===== config.mk =====
export PLATFORM = sky130hd
export DESIGN_NAME = piso_tx
export DESIGN_NICKNAME = d
export VERILOG_FILES = /design/src/rtl/piso_pkg.sv /design/src/rtl/piso_tx.sv
export SDC_FILE = /design/constraint.sdc
export NUM_CORES = 1
export LEC_CHECK = 0
export CAP_MARGIN = 5
export CORE_AREA = 2 2 39 41
export CTS_BUF_LIST = sky130_fd_sc_hd__clkbuf_2
export DETAILED_ROUTE_END_ITERATION = 10
export DIE_AREA = 0 0 41 43
export PLACE_DENSITY = 0.62
export SYNTH_ARGS = -nofsm -noshare
export SYNTH_HDL_FRONTEND = slang
export SYNTH_SLANG_ARGS = --single-unit

===== constraint.sdc =====
create_clock -name clk -period 1.5 [get_ports clk]
set_input_delay 0.45 -clock clk [delete_from_list [all_inputs] [get_ports clk]]
set_output_delay 0.45 -clock clk [all_outputs]
set_load 0.01 [all_outputs]

===== src/rtl/piso_pkg.sv =====
// piso_pkg: shared types and sizing helpers for the parallel-in serial-out transmitter
package piso_pkg;
    typedef enum logic {IDLE, SHIFT} state_t;
    localparam int DEFAULT_WIDTH = 4;
    function automatic int cnt_w(input int w);
        return (w <= 2) ? 1 : $clog2(w);
    endfunction
endpackage


===== src/rtl/piso_tx.sv =====
// piso_tx: streams WIDTH-bit words out one bit per enabled clock with valid/last qualifiers
module piso_tx
    import piso_pkg::*;
#(
    parameter int WIDTH     = DEFAULT_WIDTH,
    parameter bit MSB_FIRST = 1'b1
) (
    input  logic             clk,
    input  logic             rst,
    input  logic [WIDTH-1:0] pdata,
    input  logic             pvalid,
    output logic             pready,
    input  logic             so_en,
    output logic             so,
    output logic             so_valid,
    output logic             so_last
);
    localparam int CNT_W = cnt_w(WIDTH);
    state_t           state, state_n;
    logic [WIDTH-1:0] sr, sr_n;
    logic [CNT_W-1:0] cnt, cnt_n;
    logic             accept;
    assign so_valid = state == SHIFT;
    assign so_last  = so_valid && cnt == CNT_W'(WIDTH - 1);
    assign so       = MSB_FIRST ? sr[WIDTH-1] : sr[0];
    assign pready   = rst && (state == IDLE || (so_last && so_en));
    assign accept   = pvalid && pready;
    // next state: load on accept (also on the last bit, so words chain with no bubble), else shift when enabled
    always_comb begin
        state_n = state;
        sr_n    = sr;
        cnt_n   = cnt;
        if (accept) begin
            state_n = SHIFT;
            sr_n    = pdata;
            cnt_n   = '0;
        end else if (state == SHIFT && so_en) begin
            sr_n    = MSB_FIRST ? {sr[WIDTH-2:0], 1'b0} : {1'b0, sr[WIDTH-1:1]};
            cnt_n   = so_last ? '0 : cnt + 1'b1;
            state_n = so_last ? IDLE : SHIFT;
        end
    end
    // state registers; active-low reset drops any partially sent word
    always_ff @(posedge clk) begin
        if (!rst) begin
            state <= IDLE;
            sr    <= '0;
            cnt   <= '0;
        end else begin
            state <= state_n;
            sr    <= sr_n;
            cnt   <= cnt_n;
        end
    end
endmodule


* After elaboration in Yosys (flattened, before gate mapping)
Cells that the tools add are included.
** Cells by class
- Add/sub/neg operators :: 1
- Equal/unequal tests :: 1
- Multiplexer cells :: 6
- Bitwise gates (word level) :: 2
- Reduce and logical (&&, ||, !) cells :: 8
** Operators by type and width (number)
- 2-to-1 mux 4 bit :: 2
- logical AND 1 bit :: 5
- 2-to-1 mux 1 bit :: 3
- adder 2 x 1 -> 2 bit (second input constant) :: 1
- equality test 2 bit (second input constant) :: 1
- 2-to-1 mux 2 bit :: 1
- inverter 1 bit :: 2
- nonzero test 2 bit :: 1
- OR reduction 2 bit :: 1
- logical OR 1 bit :: 1
** Storage, ports and cells
- Register bits after elaboration :: 7
- Bits of input ports :: 8
- Output and inout bits :: 4
- Word-level logic and storage cells :: 21

* Logic depth before layout (Yosys ltp)
- Word-level depth :: 7
- Gate-level depth with buffers :: 4

* Worst setup path before layout
Ideal clock, no wire load.
- Kind :: reg-to-output
- From :: register cnt[0]
- To :: output pready
- Arrival time :: 0.846 ns
- Data required time :: 1.050 ns
- Slack :: 0.204 ns
- Stages on the path, launching flop included :: 4
- Cell sequence :: dfxtp_1 -> ha_1 -> a21boi_4 -> nor2b_1
** On the way
- Cells in the longest elaborated chain, start to end :: 5
** RTL lines
- from (decl) :: RTL line piso_tx.sv:21 : logic [CNT_W-1:0] cnt, cnt_n;
- from (signal assigned) :: RTL line piso_tx.sv:52 : cnt <= cnt_n;
- equality test 2 bit :: RTL line piso_tx.sv:24 : assign so_last = so_valid && cnt == CNT_W'(WIDTH - 1);
- logical AND 1 bit :: RTL line piso_tx.sv:24
- logical AND 1 bit :: RTL line piso_tx.sv:26 : assign pready = rst && (state == IDLE || (so_last && so_en));
- logical OR 1 bit :: RTL line piso_tx.sv:26
- logical AND 1 bit :: RTL line piso_tx.sv:26
- to (decl) :: RTL line piso_tx.sv:12 : output logic pready,
Every way passes these cells.

* Worst setup path after layout
- From :: input so_en
- To :: output pready
** On the way
- Cells in the longest elaborated chain, start to end :: 3
** RTL lines
- from (decl) :: RTL line piso_tx.sv:13 : input logic so_en,
- logical AND 1 bit :: RTL line piso_tx.sv:26
- logical OR 1 bit :: RTL line piso_tx.sv:26
- logical AND 1 bit :: RTL line piso_tx.sv:26
Every way passes these cells.

==> out/results.tsv <==
metric	value	unit
drt_wl_total	768	um
cts.reportedPaths.clkPinSlew	0.08	ns
yosys_warnings	0	
synthTopCellsByArea	dfxtp_1 40%, mux2i_1 14%, o31ai_1 6.4%	
overflow	0	
hold_path.class	reg -> reg	
cts_root_buf	clkbuf_2	
rsz0062_at_grt	yes	
syn_nets	45	
p_per_area	781	nW/um^2
use_met1	13.9	%
crit_path_end_kind	output port	
path_delay_family	buffers and inverters	
vias_per_cell	4.68	
final_util	40.8	%
critical_path.slowest_cell	dlygate4sd2_1	
required	1.05	ns
cts_sinks	7	
route.detailed.drc	0	
hold_viol	0	
cellLeakagePower	0.263	nW
reg2reg_slack	0.37	ns
cts_tree	done	
initial_core_util	25.3	%
yosys-top-cells-count	7 x dfxtp_1, 5 x mux2i_1, 3 x a21oi_1, 3 x o31ai_1	
first_pass_iters	2	
drv_slew	0	
met3_usage	1.57	%
setup_ws	-0.0197	ns
cp_data_arrival_time	1.07	ns
synth_flop_cell	dfxtp_1	
synth-seq-area-share	40.0	%
violations	setup timing	
drive_gt1_share	35.6	%
cts_buffers	3	
cp_max_fo	2	
nets	69	
grt_antenna_before_repair	0	
tightest_slew	0.203	ns
busiest_layer	met2	
io_buffers	11	
synth_area_per_cell	9.73	sq um
holdWs	0.491	ns
row_count	14	
syn_area	350	sq um
antenna_left	0	
period_share	101	%
dpl_cell_area	526	sq um
vias	351	
ys_types	19	
crit_type	in -> out	
synth_edf_count	0	
holdBufCountCts	0	
wl_per_cell	10.2	um
drt-initial-drc-count	2	
core_area	1380	sq um
grt_max_degree	7	
ios	12	
maxCapViolCount	0	
status	finished, violations left	
vdd_ir_drop_max	0.000313	V
worstSetupStartpointType	primary input	
fillCellCount	147	
critPathBufInv	2	
finClkSkew	0.00312	ns
ys_async_sr_fraction	0	%
yosys.cell_count.top_type	dfxtp_1	
grt_usage	11.0	%
fin_crit	1.52	ns
grt_pass1_vias	312	
diodes	0	
cp_slowest_stage_delay	0.27	ns
netlist_instances	36	
clock_path_buffers	2	
fin_area	564	sq um
tns	-0.0197	ns
worstSkewPairLatency	0.24	ns
die_h	43	um
cts_max_level	1	
area_growth	61.1	%
grt_pass1_wl	1240	um
setup_viol	1	
gp_congestion	0.713	
crit_chain	dlygate4sd2_1 > a21boi_4 > nor2b_1 > buf_2	
pre_cts_ws	-0.658	ns
yosys.area.top_type	dfxtp_1	
synth.top_cell.area_share	40.0	%
die_w	41	um
max_freq	658	MHz
maxSlewHeadroom	86.3	%
yosys_register_bits	7	
die_area	1760	sq um
grt.met2_usage	14.1	%
-- report_power, final --
part / switching, W / leakage, nW / internal, W / total, W
Clock: 0.0000748 / 0.0166 / 0.0000709 / 0.000146
Sequential: 0.00000763 / 0.0591 / 0.000197 / 0.000205
Combinational: 0.0000369 / 0.187 / 0.0000535 / 0.0000904
-- area by class of cell --
| type | instances | area, sq um | area share [%] |
|---|---|---|---|
| Clock buffer | 4 | 20.0 | 3.55 |
| Inverter | 1 | 3.75 | 0.665 |
| Multi-Input combinational cell | 28 | 219 | 38.8 |
| Sequential cell | 7 | 146 | 25.9 |
| Tap cell | 16 | 20.0 | 3.55 |
| Timing Repair Buffer | 19 | 155 | 27.5 |
-- flip-flops by register name (all words and copies together), names as in the netlist --
register,flops
cnt,2
so_valid,1
sr,4
-- stage by stage --
stage / cells / power [W]
detailed placement: 69 / 0.000303
CTS: 74 / 0.000446
finish: 75 / 0.000441
floorplan: 36 / 0.000247
global route: 75 / 0.000464
global placement: 69 / 0.000301
-- placed cells by master (no fill, tap or decap), types with 2 or more instances in the layout --
cell type        count
clkdlybuf4s50_1      5
buf_2                2
mux2i_1              5
dfxtp_2              2
o31ai_1              3
and2_1               2
a21oi_1              3
dfxtp_1              4
buf_4                8
clkbuf_2             4
dlygate4sd2_1        4
nor2_1               2
nand2_1              2
-- worst min-delay path, stage by stage, from the launching register on --
cell and delay (ns):
dfxtp_2 0.34, nand2_1 0.07, a21oi_2 0.05
-- cell families after synthesis --
family                     count (synthesis)  share of synthesized area [%]
and+or+nand+nor                           11                           16.4
buffers and inverters                      1                           1.07
AOI/OAI and AO/OA                         11                           24.6
adders and majority gates                  1                           3.57
muxes                                      5                           14.3
DFF                                        7                           40.0
-- repair_timing --
action	in CTS	in global routing
resized for setup	18	0
pin swaps	1	0
setup buffers	1	1
gates cloned	0	0
setup endpoints to repair	4	3
-- path summary, 6_finish.rpt --
| kind | cells past startpoint | end | from |
|---|---|---|---|
| worst max-delay path | 4 | pready | so_en |
| worst min-delay path | 2 | cnt[1] | cnt[1] |
| worst max register to register | 5 | sr[3] | cnt[1] |
| worst min register to register | 2 | cnt[1] | cnt[1] |
-- metal layers --
| metal | vias to the layer above | wire [um] |
|---|---|---|
| li1 | 179 | - |
| met1 | 156 | 323 |
| met2 | 11 | 382 |
| met3 | 5 | 28 |
| met4 | 0 | 34 |
| met5 | - | 0 |
Power figures use the tool's default switching activity.
